### config.mk
export PLATFORM = sky130hd
export DESIGN_NAME = comp_strg_mc_flat
export DESIGN_NICKNAME = d
export VERILOG_FILES = /design/src/rtl/comp_strg_pkg.sv /design/src/rtl/comp_strg_mc_if.sv /design/src/rtl/comp_strg_alu.sv /design/src/rtl/comp_strg_mc.sv /design/src/flat_wrapper.sv
export SDC_FILE = /design/constraint.sdc
export NUM_CORES = 2
export LEC_CHECK = 0
export CELL_PAD_IN_SITES_DETAIL_PLACEMENT = 0
export CELL_PAD_IN_SITES_GLOBAL_PLACEMENT = 1
export CORE_UTILIZATION = 49
export DETAILED_ROUTE_END_ITERATION = 10
export GPL_TIMING_DRIVEN = 0
export PLACE_DENSITY_LB_ADDON = 0.25
export SYNTH_ARGS = -nofsm -noshare
export SYNTH_HDL_FRONTEND = slang
export SYNTH_SLANG_ARGS = --single-unit
export TNS_END_PERCENT = 10
### constraint.sdc
create_clock -name clk -period 4.3 [get_ports clk]
set_input_delay 0.86 -clock clk [delete_from_list [all_inputs] [get_ports clk]]
set_output_delay 0.86 -clock clk [all_outputs]
set_load 0.02 [all_outputs]
### src/rtl/comp_strg_pkg.sv
// Shared types for the computational storage block: opcodes, FSM states
// and default geometry.
package comp_strg_pkg;

    localparam int DATA_W_DEF = 32;
    localparam int ADDR_W_DEF = 4;

    typedef enum logic [2:0] {
        CMD_READ  = 3'd0,
        CMD_WRITE = 3'd1,
        CMD_ADD   = 3'd2,
        CMD_SUB   = 3'd3,
        CMD_AND   = 3'd4,
        CMD_OR    = 3'd5,
        CMD_XOR   = 3'd6,
        CMD_RSVD  = 3'd7
    } cmd_e;

    typedef enum logic [1:0] {
        ST_IDLE = 2'd0,
        ST_EXEC = 2'd1,
        ST_RESP = 2'd2
    } state_e;

    // ADD and SUB are the only opcodes that refuse identical operand addresses
    function automatic logic is_arith(input cmd_e c);
        return (c == CMD_ADD) || (c == CMD_SUB);
    endfunction

endpackage

### src/rtl/comp_strg_mc_if.sv
// Command/response bundle between a requester (master) and the
// computational storage block (slave).
interface comp_strg_mc_if #(
    parameter int DATA_W = comp_strg_pkg::DATA_W_DEF,
    parameter int ADDR_W = comp_strg_pkg::ADDR_W_DEF
);
    logic                 en;
    comp_strg_pkg::cmd_e  cmd;
    logic [ADDR_W-1:0]    addA;
    logic [ADDR_W-1:0]    addB;
    logic [ADDR_W-1:0]    addC;
    logic [DATA_W-1:0]    din;
    logic                 ready;
    logic                 valid_out;
    logic [DATA_W-1:0]    dout;
    logic                 err;
    logic                 ovf;

    modport master (
        output en, cmd, addA, addB, addC, din,
        input  ready, valid_out, dout, err, ovf
    );

    modport slave (
        input  en, cmd, addA, addB, addC, din,
        output ready, valid_out, dout, err, ovf
    );

endinterface

### src/rtl/comp_strg_alu.sv
// Combinational arithmetic/logic unit: unsigned ADD/SUB with optional
// saturation, bitwise AND/OR/XOR, and reserved-opcode detection.
module comp_strg_alu
    import comp_strg_pkg::*;
#(
    parameter int DATA_W = DATA_W_DEF,
    parameter bit SAT_EN = 1'b0
) (
    input  cmd_e              i_op,
    input  logic [DATA_W-1:0] i_a,
    input  logic [DATA_W-1:0] i_b,
    output logic [DATA_W-1:0] o_result,
    output logic              o_ovf,
    output logic              o_err_op
);

    logic [DATA_W:0] w_sum;
    logic [DATA_W:0] w_diff;

    // The extra top bit carries the ADD carry-out or the SUB borrow
    assign w_sum  = {1'b0, i_a} + {1'b0, i_b};
    assign w_diff = {1'b0, i_a} - {1'b0, i_b};

    // Opcode decode; READ/WRITE produce nothing here, the top muxes them
    always_comb begin
        o_result = {DATA_W{1'b0}};
        o_ovf    = 1'b0;
        o_err_op = 1'b0;
        case (i_op)
            CMD_ADD: begin
                o_ovf    = w_sum[DATA_W];
                o_result = (SAT_EN && w_sum[DATA_W]) ? {DATA_W{1'b1}} : w_sum[DATA_W-1:0];
            end
            CMD_SUB: begin
                o_ovf    = w_diff[DATA_W];
                o_result = (SAT_EN && w_diff[DATA_W]) ? {DATA_W{1'b0}} : w_diff[DATA_W-1:0];
            end
            CMD_AND:   o_result = i_a & i_b;
            CMD_OR:    o_result = i_a | i_b;
            CMD_XOR:   o_result = i_a ^ i_b;
            CMD_READ:  o_result = {DATA_W{1'b0}};
            CMD_WRITE: o_result = {DATA_W{1'b0}};
            CMD_RSVD:  o_err_op = 1'b1;
            default:   o_err_op = 1'b1;
        endcase
    end

endmodule

### src/rtl/comp_strg_mc.sv
// Computational storage block: a flop-based register file that executes one
// read/write/ALU command per three cycles (IDLE -> EXEC -> RESP).
module comp_strg_mc
    import comp_strg_pkg::*;
#(
    parameter int DATA_W = DATA_W_DEF,
    parameter int ADDR_W = ADDR_W_DEF,
    parameter bit SAT_EN = 1'b0
) (
    input  logic           clk,
    input  logic           rst,
    comp_strg_mc_if.slave  bus
);

    localparam int DEPTH = 2 ** ADDR_W;

    state_e              r_state;
    state_e              w_next_state;
    cmd_e                r_cmd;
    logic [ADDR_W-1:0]   r_addA;
    logic [ADDR_W-1:0]   r_addB;
    logic [ADDR_W-1:0]   r_addC;
    logic [DATA_W-1:0]   r_din;
    logic [DATA_W-1:0]   r_opa;
    logic [DATA_W-1:0]   r_opb;
    logic [DATA_W-1:0]   r_mem [DEPTH];
    logic [DATA_W-1:0]   r_dout;
    logic                r_err;
    logic                r_ovf;

    logic [DATA_W-1:0]   w_alu_result;
    logic                w_alu_ovf;
    logic                w_alu_err;
    logic                w_err;
    logic                w_we;
    logic [ADDR_W-1:0]   w_waddr;
    logic [DATA_W-1:0]   w_result;
    logic                w_ovf;
    logic                w_ready;
    logic                w_valid;

    comp_strg_alu #(
        .DATA_W (DATA_W),
        .SAT_EN (SAT_EN)
    ) u_alu (
        .i_op     (r_cmd),
        .i_a      (r_opa),
        .i_b      (r_opb),
        .o_result (w_alu_result),
        .o_ovf    (w_alu_ovf),
        .o_err_op (w_alu_err)
    );

    // FSM state register
    always_ff @(posedge clk) begin
        if (rst) begin
            r_state <= ST_IDLE;
        end else begin
            r_state <= w_next_state;
        end
    end

    // FSM next-state logic; en outside IDLE is simply not looked at
    always_comb begin
        w_next_state = r_state;
        case (r_state)
            ST_IDLE: begin
                if (bus.en) begin
                    w_next_state = ST_EXEC;
                end else begin
                    w_next_state = ST_IDLE;
                end
            end
            ST_EXEC: w_next_state = ST_RESP;
            ST_RESP: w_next_state = ST_IDLE;
            default: w_next_state = ST_IDLE;
        endcase
    end

    // FSM outputs; ready is held low throughout reset
    always_comb begin
        w_ready = 1'b0;
        w_valid = 1'b0;
        case (r_state)
            ST_IDLE: w_ready = ~rst;
            ST_EXEC: w_ready = 1'b0;
            ST_RESP: w_valid = 1'b1;
            default: w_ready = 1'b0;
        endcase
    end

    // Command capture and operand fetch on acceptance
    always_ff @(posedge clk) begin
        if (rst) begin
            r_cmd  <= CMD_READ;
            r_addA <= {ADDR_W{1'b0}};
            r_addB <= {ADDR_W{1'b0}};
            r_addC <= {ADDR_W{1'b0}};
            r_din  <= {DATA_W{1'b0}};
            r_opa  <= {DATA_W{1'b0}};
            r_opb  <= {DATA_W{1'b0}};
        end else if ((r_state == ST_IDLE) && bus.en) begin
            r_cmd  <= bus.cmd;
            r_addA <= bus.addA;
            r_addB <= bus.addB;
            r_addC <= bus.addC;
            r_din  <= bus.din;
            r_opa  <= r_mem[bus.addA];
            r_opb  <= r_mem[bus.addB];
        end
    end

    // EXEC-cycle decode: result selection, write target and error gating
    always_comb begin
        w_err    = w_alu_err || (is_arith(r_cmd) && (r_addA == r_addB));
        w_we     = 1'b0;
        w_waddr  = r_addC;
        w_result = w_alu_result;
        w_ovf    = 1'b0;
        if (w_err) begin
            w_result = {DATA_W{1'b0}};
        end else begin
            case (r_cmd)
                CMD_READ: w_result = r_opa;
                CMD_WRITE: begin
                    w_we     = 1'b1;
                    w_waddr  = r_addA;
                    w_result = r_din;
                end
                default: begin
                    w_we  = 1'b1;
                    w_ovf = w_alu_ovf;
                end
            endcase
        end
    end

    // Storage array; reset wipes every word, so an aborted EXEC never writes
    always_ff @(posedge clk) begin
        if (rst) begin
            r_mem <= '{default: {DATA_W{1'b0}}};
        end else if ((r_state == ST_EXEC) && w_we) begin
            r_mem[w_waddr] <= w_result;
        end
    end

    // Response registers hold until the next EXEC overwrites them
    always_ff @(posedge clk) begin
        if (rst) begin
            r_dout <= {DATA_W{1'b0}};
            r_err  <= 1'b0;
            r_ovf  <= 1'b0;
        end else if (r_state == ST_EXEC) begin
            r_dout <= w_result;
            r_err  <= w_err;
            r_ovf  <= w_ovf;
        end
    end

    assign bus.ready     = w_ready;
    assign bus.valid_out = w_valid;
    assign bus.dout      = r_dout;
    assign bus.err       = r_err;
    assign bus.ovf       = r_ovf;

endmodule

### src/flat_wrapper.sv
// flat-port wrapper written by rule: the top's interface ports become plain ports
module comp_strg_mc_flat import comp_strg_pkg::*;
#(
    parameter int DATA_W = DATA_W_DEF,
    parameter int ADDR_W = ADDR_W_DEF,
    parameter bit SAT_EN = 1'b0
)
  (clk, rst, bus_en, bus_cmd, bus_addA, bus_addB, bus_addC, bus_din, bus_ready, bus_valid_out, bus_dout, bus_err, bus_ovf);
  comp_strg_mc_if #(.DATA_W(DATA_W), .ADDR_W(ADDR_W)) bus_i ();
  input  logic clk;
  input  logic rst;
  input wire logic [$bits(bus_i.en)-1:0] bus_en;
  input wire logic [$bits(bus_i.cmd)-1:0] bus_cmd;
  input wire logic [$bits(bus_i.addA)-1:0] bus_addA;
  input wire logic [$bits(bus_i.addB)-1:0] bus_addB;
  input wire logic [$bits(bus_i.addC)-1:0] bus_addC;
  input wire logic [$bits(bus_i.din)-1:0] bus_din;
  output wire logic [$bits(bus_i.ready)-1:0] bus_ready;
  output wire logic [$bits(bus_i.valid_out)-1:0] bus_valid_out;
  output wire logic [$bits(bus_i.dout)-1:0] bus_dout;
  output wire logic [$bits(bus_i.err)-1:0] bus_err;
  output wire logic [$bits(bus_i.ovf)-1:0] bus_ovf;
  assign bus_i.en = bus_en;
  assign bus_i.cmd = bus_cmd;
  assign bus_i.addA = bus_addA;
  assign bus_i.addB = bus_addB;
  assign bus_i.addC = bus_addC;
  assign bus_i.din = bus_din;
  assign bus_ready = bus_i.ready;
  assign bus_valid_out = bus_i.valid_out;
  assign bus_dout = bus_i.dout;
  assign bus_err = bus_i.err;
  assign bus_ovf = bus_i.ovf;
  comp_strg_mc #(.DATA_W(DATA_W), .ADDR_W(ADDR_W), .SAT_EN(SAT_EN)) u_core (.clk(clk), .rst(rst), .bus(bus_i));
endmodule
# Word-level counts from Yosys, hierarchy flattened
# Cells that the tools add are included.
# word_totals
regBits	659
latch_bits	0
mem_bits_rw	0
mem_bits_ro	0
input_bits	50
out_inout_bits	36
elab_cells	83
memories	0
# classes
n_addsub	2
n_mul	0
div_mod_pow	0
magnitude_cmp	4
n_eq_ne	10
shifts	0
n_mux	24
n_bitwise	7
reduce_logical	9
# ops
cell	count
bitwise mux 512 bit	1
binary-select mux 32 bit (select 4 bit)	2
2-to-1 mux 32 bit	6
one-hot mux 32 bit (5 select lines)	1
demux 32 bit (select 4 bit)	1
one-hot mux 32 bit (2 select lines)	1
adder 32 x 32 -> 33 bit	1
subtractor 32 x 32 -> 33 bit	1
AND 32 bit	1
bitwise OR 32 bit	1
bitwise XOR 32 bit	1
greater-or-equal comparator 5 bit, second input constant	3
NOT 4 -> 5 bit	3
== test 3 bit, second input constant	4
2-to-1 mux 1 bit	8
2-to-1 mux 4 bit	2
== test 3 x 2 -> 1 bit, second input constant	2
less-than comparator 5 x 1 -> 1 bit, second input constant	1
== test 4 bit	1
logical AND 1 bit	4
one-hot mux 2 bit (2 select lines)	1
== test 3 x 1 -> 1 bit, second input constant	1
zero test 3 bit	1
== test 2 x 1 -> 1 bit, second input constant	1
6 further kinds	7

# Depth between registers and ports, before layout
# depth
depth_word	11
depth_mapped	15
depth_no_buf	13

# By module
# Synthesis repeated with hierarchy kept, for this count alone.
# hier_totals
hier_cells	3745
area_unflattened_um2	38727.1
# by_module_without_submodules
mod	instances	cells_per_inst	area_per_inst_um2	seq_area_each_um2
comp_strg_mc	1	2886	33148.0	13192.7
comp_strg_alu	1	859	5579.1	0.0

# Worst setup path before layout
# No wires, ideal clock.
# synth_timing
kind	register -> register
from	register u_core.r_opa[19]
to	register u_core.r_mem[125] (netlist bit)
setup_ns	0.119
arrival_time_ns	3.122
required_time_ns	4.181
slack_ns	1.059
path_stages_with_launch	13
path_buffers	2
period_less_slack_ns	3.241
path_cell_list	dfxtp_1 -> inv_1 -> ha_1 -> buf_6 -> or2_4 -> or3_4 -> or4_4 -> o211ai_2 -> a2111oi_1 -> or4_1 -> a21oi_2 -> buf_6 -> o31ai_1
# synth_via
elab_chain_len	5
elab_cells_between_ends	6
cone_classes	2 x add/sub; 4 x mux
# synth_lines
item	line_no	source
from (decl)	comp_strg_mc.sv:24	logic [DATA_W-1:0] r_opa;
from (signal assigned)	comp_strg_mc.sv:100	r_opa <= {DATA_W{1'b0}};
from (signal assigned)	comp_strg_mc.sv:108	r_opa <= r_mem[bus.addA];
subtractor 32 x 32 -> 33 bit / adder 32 x 32 -> 33 bit (equally long branches)	comp_strg_alu.sv:22, comp_strg_alu.sv:21	
one-hot mux 32 bit (5 select lines) (*)	comp_strg_alu.sv:29	case (i_op)
one-hot mux 32 bit (2 select lines) (*)	comp_strg_mc.sv:123	case (r_cmd)
2-to-1 mux 32 bit (*)	comp_strg_mc.sv:120	if (w_err) begin
bitwise mux 512 bit (*)	comp_strg_mc.sv:143	r_mem[w_waddr] <= w_result;
to (signal, indexed assignment)	comp_strg_mc.sv:143	
to (decl)	comp_strg_mc.sv:26	logic [DATA_W-1:0] r_mem [DEPTH];
# Mark *: on every way between the ends. The rest lies on a longest branch, timed or not.
# A chain may end at the register's enable or synchronous reset.

==> metrics <==
Worst slew margin=-0.006921; nets@finish=4344; RSZ-0062 raised after global routing=true; failing checks=max-capacitance violations, max-slew violations, negative setup slack; Worst Path Max Fanout=10; WL/cell=29.47 um; CTS buffer count=74; final instance area=41480 sq um; H-tree levels=3; hold path cells=2; Synth Flop Type=dfxtp_1; worst vdd ir=0.0003417 V; Max stage delay on crit path=670 ps; Hold WC Path Type=register to register; DR iter-0 viols=3877; most frequent cells after synthesis=659 x dfxtp_1, 610 x nand2_1, 460 x a21oi_1; DIE AREA=75890 sq um; final slew viol count=11; reg2reg end=u_core.r_mem[103]$_SDFFE_PP0P_; Worst Reg2Reg Path Length in Cells=9; syn_nets=4188; Post-Syn Area=36650 sq um; Worst path slowest cell=clkbuf_1; Final Skew=45.32 ps; CP Cell Sequence=clkdlybuf4s50_1 > clkbuf_1 > clkinv_1 > nand2_1 > inv_1 > nand2_1 > nor2_1 > a21boi_0 > a211o_1; synthesized area per cell=9.090 sq um; Bufs and invs on worst path=4; Synth top area share=0.3600; fillers=6837; Die Wd=275.5 um; DP Worst Slack=-561.1 ps; largest net degree at the start of global routing=17; via/cell ratio=6.545; I/O Pins=86; clock latency on the worst-skew pair=660 ps; final WL=153500 um; Max Fclk=227.6 MHz; area delta synth->final=13.17%; static leakage power=14.31 nW; Final period util=1.022; initial core utilization=0.4989; Fin. Hold Viols=0; most common cell in the netlist=dfxtp_1; routability cong.=1.009; clock period minus worst slack=4394 ps; DRC=0; Yosys reg bits=659; CTS root buf=clkbuf_16; I/O Buffers=77; WHS Endpoint=u_core.bus.dout[27]$_SDFFE_PP0P_; Synth cell types=93; critical path endpoint category=register; PD cells=390.2 nW/um^2; clock sinks=659; top post-synthesis cells by area=dfxtp_1 36%, mux4_2 19%, a21oi_1 6.3%, nand2_1 6.2%, o21ai_0 4.2%; DRT Pass-1 Iters=5; most used cell, CP=nand2_1; sequential-to-total area share from yosys stat=0.3600; vias=34092; Rows=99; Worst Path Required=4820 ps; fin cells=5209; Post-synth EDFFs=0; slew of the pin with the lowest slew margin=1510 ps; Startpoint Class=input port; Core Area=73450 sq um; Die Height=275.5 um; vias in the first global route=31765; R2R Path Start=u_core.r_cmd[1]$_SDFFE_PP0P_; min-delay src=u_core.bus.dout[27]$_SDFFE_PP0P_; CP arrival=4920 ps; Synth area leader=dfxtp_1; cells after synthesis=4032; Ys Warns=0; Tot Pwr=16.18 mW; final worst slack=-94.39 ps; total gr overflow=0; DP Cell Count=5068; async set-reset flop share out of synthesis=0; ratio of cells with drive above 1 in the final layout=0.1420; cell family with most CP delay=buffers and inverters; first-pass GRT wire length=218400 um; post-route ant nets=0; placed wire-length estimate=123500 um; outcome=finished with violations; Max Cap Viol=1; antenna violations before repair=9; placed cell area=38630 sq um; Total GRT Usage=0.4004; reg2reg setup slack=-70 ps; crit path kind=input port to register; Max Buffers Root-to-Sink=3; Worst-path clk slew=60 ps; Hold Slack=434.6 ps; Final setup viols=24; CTS tree=built
==> state kept, by name (all words and copies together), names as in the netlist <==
name and cells:
u_core.r_mem 512, u_core.bus.dout 32, u_core.r_din 32, u_core.r_opa 32, u_core.r_opb 32, u_core.r_addA 4
u_core.r_addB 4, u_core.r_addC 4, u_core.r_cmd 3, u_core.r_state 2, u_core.bus.err 1, u_core.bus.ovf 1
==> report_power, final <==
group	internal (mW)	switching, mW
Sequential	6.23	0.142
Clock	3.86	2.81
Combinational	0.907	2.23
Total	11.0	5.18
==> how the worst max path moves through the flow <==
stage                                        from                             end  slack, ps  depth (start not counted)
floorplan           u_core.r_opa[19]$_SDFFE_PP0P_  u_core.r_mem[125]$_SDFFE_PP0P_       1060                         12
global placement                              rst     u_core.bus.ovf$_SDFFE_PP0P_       -530                          9
detailed placement                            rst     u_core.bus.ovf$_SDFFE_PP0P_       -560                          9
CTS                  u_core.r_opb[0]$_SDFFE_PP0P_  u_core.r_mem[216]$_SDFFE_PP0P_         10                         13
global route         u_core.r_opb[1]$_SDFFE_PP0P_  u_core.r_mem[273]$_SDFFE_PP0P_       -110                         12
finish                                        rst     u_core.bus.ovf$_SDFFE_PP0P_        -90                          9
==> layer usage <==
layer | global-route usage | vias up | routed length (um) | share of wire
met5 | 0 | - | 33 | 0.00021
li1 | - | 15030 | - | -
met1 | 0.5189 | 16767 | 60280 | 0.39
met3 | 0.07455 | 411 | 14210 | 0.093
met2 | 0.6317 | 1878 | 69380 | 0.45
met4 | 0.2207 | 6 | 9614 | 0.063
==> final cells by class <==
class                           count  area [sq um]  area share
Tap cell                          959          1200     0.02893
Buffer                            386          2016     0.04860
Sequential cell                   659         13190      0.3181
Timing Repair Buffer               81         808.3     0.01949
Antenna cell                        4         10.01   0.0002413
Inverter                          107         401.6    0.009684
Clock inverter                     29         385.4    0.009291
Clock buffer                      105          2170     0.05231
Multi-Input combinational cell   2879         21290      0.5134
==> per-stage QoR <==
| stage | TNS, ps | utilization |
|---|---|---|
| finish | -678.8 | 0.5647 |
| global route | -1504 | 0.5645 |
| CTS | 0 | 0.5621 |
| detailed placement | -45370 | 0.5258 |
| floorplan | 0 | - |
| global placement | -45200 | 0.5258 |
==> cell families (layout without fill, tap and decap cells) <==
kind of cell               count (synthesis)  after routing  synth area share
AOI/OAI and AO/OA                       1129           1129            0.1832
xor gates and xnor gates                  19             19          0.004541
adders and majority gates                106            106           0.03660
buffers and inverters                    494            708           0.06521
DFF                                      659            659            0.3600
muxes                                    336            336            0.1989
other                                      0              4                 0
and+or+nand+nor                         1289           1289            0.1516
==> cell usage in the layout, fill, tap and decap left out, types with 31 or more instances in the layout <==
cell type,synthesis,final
o31ai_1,63,63
clkbuf_8,23,41
a22oi_1,35,35
ha_1,104,104
clkbuf_16,0,75
nand2_1,610,610
buf_1,50,49
clkbuf_1,268,259
buf_2,30,31
o21ai_0,305,302
a21oi_1,460,454
mux4_2,313,313
inv_1,106,106
nor2_1,275,273
clkdlybuf4s50_1,0,77
dfxtp_1,659,659
nand3_1,257,256
nor3_1,33,31
==> worst register-to-register path: cells and delay by family (launching register included) <==
kind            cells  cell delay [ps]
flops               1              310
simple gates        1              100
buf+inv             5             2790
compound gates      3             1070
==> what timing repair did <==
| action | in CTS | in global routing |
|---|---|---|
| pin swaps | 2 | 1 |
| hold buffers | 0 | 0 |
| buffers inserted | 3 | 0 |
| endpoints found under the setup margin | 269 | 264 |
| gates resized for setup | 24 | 57 |
No activity file was read; power rests on OpenSTA's default activity.
